[src/rtl/fft_pingpong_ctrl_if.sv]
// rtl/fft_pingpong_ctrl_if.sv - block-level handshake and stage-engine signals of the ping-pong FFT controller
interface fft_pingpong_ctrl_if #(
    parameter int STAGE_W = 4
);
    logic               ap_start;
    logic               ap_continue;
    logic               ap_done;
    logic               ap_idle;
    logic               ap_ready;
    logic               stage_start;
    logic               stage_done;
    logic               stage_continue;
    logic [STAGE_W-1:0] stage_idx;
    logic               rd_bank;
    logic               wr_bank;
    logic               result_bank;
    logic [15:0]        frame_cnt;

    // Controller view: takes frame requests and stage completions, drives everything else
    modport slave (
        input  ap_start, ap_continue, stage_done,
        output ap_done, ap_idle, ap_ready, stage_start, stage_continue,
        output stage_idx, rd_bank, wr_bank, result_bank, frame_cnt
    );

    // Environment view: requester plus stage engine
    modport master (
        output ap_start, ap_continue, stage_done,
        input  ap_done, ap_idle, ap_ready, stage_start, stage_continue,
        input  stage_idx, rd_bank, wr_bank, result_bank, frame_cnt
    );
endinterface

[src/rtl/fft_pingpong_ctrl.sv]
// rtl/fft_pingpong_ctrl.sv - sequences NUM_STAGES radix-2 passes over two ping-pong banks per frame
module fft_pingpong_ctrl #(
    parameter int NUM_STAGES = 10,
    parameter int STAGE_W    = 4
) (
    input  logic               ap_clk,
    input  logic               ap_rst,
    fft_pingpong_ctrl_if.slave ctrl
);
    typedef enum logic [2:0] {
        IDLE   = 3'b001,
        LAUNCH = 3'b010,
        RUN    = 3'b100
    } state_t;

    localparam logic [STAGE_W-1:0] LAST_IDX = STAGE_W'(NUM_STAGES - 1);
    localparam logic [STAGE_W-1:0] IDX_ONE  = STAGE_W'(1);

    state_t             state_q, state_d;
    logic [STAGE_W-1:0] stage_idx_q, stage_idx_d;
    logic               rd_bank_q, rd_bank_d;
    logic               result_bank_q, result_bank_d;
    logic               done_reg_q, done_reg_d;
    logic [15:0]        frame_cnt_q, frame_cnt_d;

    logic               stage_start_c;
    logic               stage_continue_c;
    logic               ap_done_c;
    logic               ap_ready_c;
    logic               ap_idle_c;

    // State and datapath registers; reset abandons any frame in flight
    always_ff @(posedge ap_clk) begin
        if (ap_rst) begin
            state_q       <= IDLE;
            stage_idx_q   <= '0;
            rd_bank_q     <= 1'b0;
            result_bank_q <= 1'b0;
            done_reg_q    <= 1'b0;
            frame_cnt_q   <= 16'd0;
        end else begin
            state_q       <= state_d;
            stage_idx_q   <= stage_idx_d;
            rd_bank_q     <= rd_bank_d;
            result_bank_q <= result_bank_d;
            done_reg_q    <= done_reg_d;
            frame_cnt_q   <= frame_cnt_d;
        end
    end

    // Next-state and handshake decode; the last stage's completion is reported in its own cycle
    always_comb begin
        state_d          = state_q;
        stage_idx_d      = stage_idx_q;
        rd_bank_d        = rd_bank_q;
        result_bank_d    = result_bank_q;
        frame_cnt_d      = frame_cnt_q;
        done_reg_d       = done_reg_q & ~ctrl.ap_continue;
        stage_start_c    = 1'b0;
        stage_continue_c = 1'b0;
        ap_done_c        = done_reg_q;
        ap_ready_c       = 1'b0;
        ap_idle_c        = 1'b0;

        unique case (state_q)
            IDLE: begin
                ap_idle_c = ~ctrl.ap_start;
                // An unacknowledged ap_done holds off the next frame
                if (ctrl.ap_start && !done_reg_q) begin
                    state_d     = LAUNCH;
                    stage_idx_d = '0;
                    rd_bank_d   = 1'b0;
                end
            end
            LAUNCH: begin
                // stage_done seen here belongs to nothing we launched, so it is ignored
                stage_start_c = 1'b1;
                state_d       = RUN;
            end
            RUN: begin
                stage_continue_c = ctrl.stage_done;
                if (ctrl.stage_done) begin
                    if (stage_idx_q == LAST_IDX) begin
                        ap_done_c     = 1'b1;
                        ap_ready_c    = 1'b1;
                        result_bank_d = ~rd_bank_q;
                        frame_cnt_d   = frame_cnt_q + 16'd1;
                        done_reg_d    = ~ctrl.ap_continue;
                        state_d       = IDLE;
                    end else begin
                        stage_idx_d = stage_idx_q + IDX_ONE;
                        rd_bank_d   = ~rd_bank_q;
                        state_d     = LAUNCH;
                    end
                end
            end
            default: state_d = IDLE;
        endcase
    end

    assign ctrl.stage_start    = stage_start_c;
    assign ctrl.stage_continue = stage_continue_c;
    assign ctrl.ap_done        = ap_done_c;
    assign ctrl.ap_ready       = ap_ready_c;
    assign ctrl.ap_idle        = ap_idle_c;
    assign ctrl.stage_idx      = stage_idx_q;
    assign ctrl.rd_bank        = rd_bank_q;
    assign ctrl.wr_bank        = ~rd_bank_q;
    assign ctrl.result_bank    = result_bank_q;
    assign ctrl.frame_cnt      = frame_cnt_q;
endmodule

[src/flat_wrapper.sv]
// flat-port wrapper written by rule: the top's interface ports become plain ports
module fft_pingpong_ctrl_flat 
#(
    parameter int NUM_STAGES = 10,
    parameter int STAGE_W    = 4
)
  (ap_clk, ap_rst, ctrl_ap_start, ctrl_ap_continue, ctrl_stage_done, ctrl_ap_done, ctrl_ap_idle, ctrl_ap_ready, ctrl_stage_start, ctrl_stage_continue, ctrl_stage_idx, ctrl_rd_bank, ctrl_wr_bank, ctrl_result_bank, ctrl_frame_cnt);
  fft_pingpong_ctrl_if #(.STAGE_W(STAGE_W)) ctrl_i ();
  input  logic ap_clk;
  input  logic ap_rst;
  input wire logic [$bits(ctrl_i.ap_start)-1:0] ctrl_ap_start;
  input wire logic [$bits(ctrl_i.ap_continue)-1:0] ctrl_ap_continue;
  input wire logic [$bits(ctrl_i.stage_done)-1:0] ctrl_stage_done;
  output wire logic [$bits(ctrl_i.ap_done)-1:0] ctrl_ap_done;
  output wire logic [$bits(ctrl_i.ap_idle)-1:0] ctrl_ap_idle;
  output wire logic [$bits(ctrl_i.ap_ready)-1:0] ctrl_ap_ready;
  output wire logic [$bits(ctrl_i.stage_start)-1:0] ctrl_stage_start;
  output wire logic [$bits(ctrl_i.stage_continue)-1:0] ctrl_stage_continue;
  output wire logic [$bits(ctrl_i.stage_idx)-1:0] ctrl_stage_idx;
  output wire logic [$bits(ctrl_i.rd_bank)-1:0] ctrl_rd_bank;
  output wire logic [$bits(ctrl_i.wr_bank)-1:0] ctrl_wr_bank;
  output wire logic [$bits(ctrl_i.result_bank)-1:0] ctrl_result_bank;
  output wire logic [$bits(ctrl_i.frame_cnt)-1:0] ctrl_frame_cnt;
  assign ctrl_i.ap_start = ctrl_ap_start;
  assign ctrl_i.ap_continue = ctrl_ap_continue;
  assign ctrl_i.stage_done = ctrl_stage_done;
  assign ctrl_ap_done = ctrl_i.ap_done;
  assign ctrl_ap_idle = ctrl_i.ap_idle;
  assign ctrl_ap_ready = ctrl_i.ap_ready;
  assign ctrl_stage_start = ctrl_i.stage_start;
  assign ctrl_stage_continue = ctrl_i.stage_continue;
  assign ctrl_stage_idx = ctrl_i.stage_idx;
  assign ctrl_rd_bank = ctrl_i.rd_bank;
  assign ctrl_wr_bank = ctrl_i.wr_bank;
  assign ctrl_result_bank = ctrl_i.result_bank;
  assign ctrl_frame_cnt = ctrl_i.frame_cnt;
  fft_pingpong_ctrl #(.NUM_STAGES(NUM_STAGES), .STAGE_W(STAGE_W)) u_core (.ap_clk(ap_clk), .ap_rst(ap_rst), .ctrl(ctrl_i));
endmodule
[config.mk]
export PLATFORM = sky130hd
export DESIGN_NAME = fft_pingpong_ctrl_flat
export DESIGN_NICKNAME = d
export VERILOG_FILES = /design/src/rtl/fft_pingpong_ctrl_if.sv /design/src/rtl/fft_pingpong_ctrl.sv /design/src/flat_wrapper.sv
export SDC_FILE = /design/constraint.sdc
export NUM_CORES = 1
export LEC_CHECK = 0
export BUFFER_PORTS_ARGS = -buffer_cell sky130_fd_sc_hd__buf_2
export CELL_PAD_IN_SITES_DETAIL_PLACEMENT = 0
export CELL_PAD_IN_SITES_GLOBAL_PLACEMENT = 2
export CORE_UTILIZATION = 30
export DETAILED_ROUTE_END_ITERATION = 10
export PLACE_DENSITY = 0.79
export SYNTH_ARGS = -nofsm -noshare
export SYNTH_HDL_FRONTEND = slang
export SYNTH_SLANG_ARGS = --single-unit
[constraint.sdc]
create_clock -name ap_clk -period 2.6 [get_ports ap_clk]
set_input_delay 0.13 -clock ap_clk [delete_from_list [all_inputs] [get_ports ap_clk]]
set_output_delay 0.13 -clock ap_clk [all_outputs]
set_load 0.01 [all_outputs]
**Word level (Yosys, flattened, before mapping)**

Index checks and enable logic that the tools add are counted.

- Bits in registers: 26
- Logic and storage cells: 49

- $add $sub $neg: 2
- Eq/ne operators: 7
- Mux-type cells: 24
- Bitwise logic cells: 4
- Reduce and logical (&&, ||, !) cells: 6

Operators with widths:

| cell | count |
|---|---|
| 16-bit by 1-bit adder with 16-bit output (second input constant) | 1 |
| 1-bit two-way mux | 15 |
| 4-bit two-way mux | 3 |
| 3-bit one-hot mux with 3 select lines | 1 |
| 4-bit one-hot mux with 2 select lines | 1 |
| 3-bit two-way mux | 2 |
| 4-bit by 1-bit adder with 4-bit output (second input constant) | 1 |
| 4-bit equality test (second input constant) | 1 |
| 2-bit != test (second input constant) | 2 |
| 4-bit AND reduction | 1 |
| 3-bit by 1-bit equality test with 1-bit output (second input constant) | 1 |
| 3-bit by 2-bit equality test with 1-bit output (second input constant) | 1 |
| 3-bit equality test (second input constant) | 1 |
| 1-bit inverter | 3 |
| 3-bit AND reduction | 1 |
| 2-bit two-way mux | 1 |
| 2-bit by 1-bit != test with 1-bit output (second input constant) | 1 |
| 1-bit one-hot mux with 2 select lines | 1 |
| 2-bit AND reduction | 1 |
| 2-bit nonzero test | 1 |
| 1-bit bitwise AND | 1 |
| 1-bit logical AND | 1 |
| 1-bit logical NOT | 1 |

**Depth between registers and ports, before layout**

- Depth after elaboration: 5
- Mapped depth: 7
- Gate-level depth less buffers: 6

**Worst setup path after synthesis**

No wires, ideal clock.

- Kind: register -> register
- From: register u_core.stage_idx_q[0] (netlist: u_core.ctrl.stage_idx[0])
- To: register u_core.frame_cnt_q[13] (netlist: u_core.ctrl.frame_cnt[13])
- Data arrival time: 1.808 ns
- Data required time: 2.530 ns
- Slack: 0.722 ns
- Cell stages (with the launch flop): 7
- Cell sequence: dfxtp_1 ha_1 nand3b_1 or3_1 buf_6 or4_1 a21oi_1

- Longest elaborated chain between the ends: 2

Ends and longest elaborated chain:

| element | RTL line | text |
|---|---|---|
| start, declared | fft_pingpong_ctrl.sv:20 | `logic [STAGE_W-1:0] stage_idx_q, stage_idx_d;` |
| start signal, assigned | fft_pingpong_ctrl.sv:43 | `stage_idx_q <= stage_idx_d;` |
| 4-bit equality test | fft_pingpong_ctrl.sv:83 | `if (stage_idx_q == LAST_IDX) begin` |
| 3-bit AND reduction (no line) | -- |  |
| end signal, assigned | fft_pingpong_ctrl.sv:47 | `frame_cnt_q <= frame_cnt_d;` |
| end, declared | fft_pingpong_ctrl.sv:24 | `logic [15:0] frame_cnt_q, frame_cnt_d;` |

Every way passes these cells.
A chain may end at the register's enable or synchronous reset.

**Worst setup path after layout**

- From: register u_core.stage_idx_q[0] (netlist: u_core.ctrl.stage_idx[0])
- To: output ctrl_ap_done

- Longest elaborated chain between the ends: 4

Ends and longest elaborated chain:

| element | RTL line | text |
|---|---|---|
| 4-bit equality test | fft_pingpong_ctrl.sv:83 |  |
| 1-bit two-way mux | fft_pingpong_ctrl.sv:83 |  |
| 1-bit two-way mux | fft_pingpong_ctrl.sv:82 | `if (ctrl.stage_done) begin` |
| 1-bit two-way mux | fft_pingpong_ctrl.sv:65 | `unique case (state_q)` |
| end, declared | flat_wrapper.sv:14 | `output wire logic [$bits(ctrl_i.ap_done)-1:0] ctrl_ap_done;` |

Every way passes these cells.

==> results.cfg <==
[clock_tree]
clk_path_buf_depth = 2
cts_tree = yes
clk_pin_slew_ns = 0.09
cts_sinks = 26
hold_buffers = 0
root_buffer = clkbuf_8
htree_levels = 1
clk_latency_ns = 0.27
cts_resized = 0
postCtsSetupBuffers = 0
numCtsBuffers = 3

[sta]
finClkSkew_ns = 0.00160
slew-limit-headroom_pct = 67.4
tightest_slew_ns = 0.490
min_period_ns = 2.02
drv_slew = 0
max_freq_ghz = 0.496
hold_violations = 0
rsz0062_at_grt = false
fin_ws_ns = 0.582
final.period_utilization_pct = 77.6
setup_viol = 0
tns_ns = 0
hold_ws_ns = 0.00683

[worst_setup_path]
rrSetupSlack_ns = 0.58
r2r-start = u_core.ctrl.stage_idx[0]
r2r_cells = 5
timing.rr.end = u_core.ctrl.frame_cnt[15]
worst_setup_path_start_kind = flop
endpoint_kind = output port
required_ns = 2.47
critPathKind = flop to output port
crit_arrival_ns = 1.89
startpoint = u_core.ctrl.stage_idx[0]
crit_fanout = 11

[synthesis]
synth_top_area_share_pct = 40.9
yosys.area.top_type = dfxtp_1
synthesis.area_um2 = 1270
ys_types = 42
synth_edf_count = 0
async_flop_share_pct = 0
ys_warn_count = 0
synth_flop_cell = dfxtp_1
synth_nets = 151
postSynthCellCount = 143
ys_seq_area_share_pct = 40.9
synth.area.top_cells = dfxtp_1 (41%), nor2_1 (4.4%), a21oi_1 (3.9%), o31ai_1 (3.5%), or4_1 (3.5%)
ys_ff_latch = 26
avgSynthCellArea_um2 = 8.89

[floorplan]
die_w_um = 67.1
dieArea_um2 = 4500
ios = 33
core_area_um2 = 4030
rows = 23
initial_core_util_pct = 31.6
die_h_um = 67.1

[power_and_ir_drop]
p_leak_nw = 0.582
ir_drop_uv = 196
powerDensity_nw_per_um2 = 465
total_power_mw = 0.697

[drt]
finalWirelength_mm = 2.88
drc = 0
viasPerCell = 5.17
vias = 1158
avgRoutedWirePerCell_um = 12.8
dr.pass1.iters = 4
drtIter0Drc = 72
final_antenna_net_count = 0

[cells_and_area]
layout.cells.non_filler = 224
fill_cells = 443
drive_above_1_share_pct = 26.4
design_area_um2 = 1500
antenna_cells = 0
fin_nets = 183
areaGrowthSynthToFinish_pct = 18.0
final_cell_mix = buf_2 (32), dfxtp_1 (26), nor2_1 (15), a21oi_1 (10)
utilization_pct = 37.2
mostFrequentLayoutCell = buf_2

[place]
place_area_um2 = 1450
port_buffers = 32
dpl.hpwl_mm = 2.06
preCtsSetupSlack_ns = 0.595
dp_cells = 220
gp_congestion = 0.728

[worst_hold_path]
hold_start = ctrl_ap_continue
whs_endpoint = u_core.done_reg_q
worst_hold_path_type = input pin to flop
holdPathStages = 2

[status]
status = completed

[global_route]
grt_pass1_vias = 1028
grt_max_degree = 27
grt-ovfl-total = 0
grt_pass1_wl_mm = 4.86
grt_antenna_before_repair = 0
track_usage_pct = 14.2

[run]
maxCapViolCount = 0
## cells by family (layout without fill, tap and decap cells)
kind of cell / count (synthesis) / after routing / synth area share (%)
mux: 2 / 2 / 1.67
xor+xnor: 7 / 7 / 4.82
fa+ha+maj: 3 / 3 / 2.95
buf+inv: 15 / 46 / 7.38
compound gates: 28 / 28 / 14.2
simple gates: 62 / 62 / 28.1
flops: 26 / 26 / 40.9
## area by class of cell
type | count | area (um^2) | share of cell area, %
clock buffer | 4 | 55.1 | 3.67
inverter | 8 | 30.0 | 2.00
tap | 50 | 62.6 | 4.17
multi-input combinational | 102 | 657 | 43.8
sequential | 26 | 520 | 34.7
timing repair buffer | 34 | 175 | 11.7
## sequential cells by signal, indices dropped and copies added, names as in the netlist
| signal | flops |
|---|---|
| u_core.ctrl.frame_cnt | 16 |
| u_core.ctrl.stage_idx | 4 |
| u_core.state_q | 3 |
| u_core.ctrl.rd_bank | 1 |
| u_core.ctrl.result_bank | 1 |
| u_core.done_reg_q | 1 |
## power breakdown
group / switching (mW) / internal [mW]
logic: 0.0163 / 0.0107
clock network: 0.130 / 0.136
registers: 0.00390 / 0.400
## worst max path at each step
stage,to,slack (ns),cells after the start
6_report,ctrl_ap_done,0.58,6
5_1_grt,ctrl_ap_done,0.38,6
4_1_cts,ctrl_ap_done,0.55,6
3_5_place_dp,u_core.ctrl.frame_cnt[15],0.60,5
3_3_place_gp,u_core.ctrl.frame_cnt[15],0.67,5
2_1_floorplan,u_core.ctrl.frame_cnt[13],0.72,6
## synthesized netlist by cell type (3+ instances only)
master	n
dfxtp_1	26
nor2_1	15
a21oi_1	10
inv_1	7
nand2_1	7
nand3_1	7
o31ai_1	6
or4_1	6
xnor2_1	5
nor4_1	4
o21ai_0	4
buf_6	3
ha_1	3
nand2b_1	3
## critical path, stage by stage, from the launching register on
cell	delay, ns
dfxtp_1	0.46
ha_1	0.19
nand3b_1	0.10
buf_4	0.19
nor2_1	0.36
or2_2	0.19
buf_2	0.12
## per-layer routing
metal	wire length, um	GRT usage [%]	vias up	share of wire (%)
met1	1470	20.7	543	51
met2	1240	20.1	23	43
met4	48	5.59	0	1.7
li1	-	-	587	-
met5	0	0	-	0
met3	117	2.57	5	4.1
No activity file was read; power rests on OpenSTA's default activity.
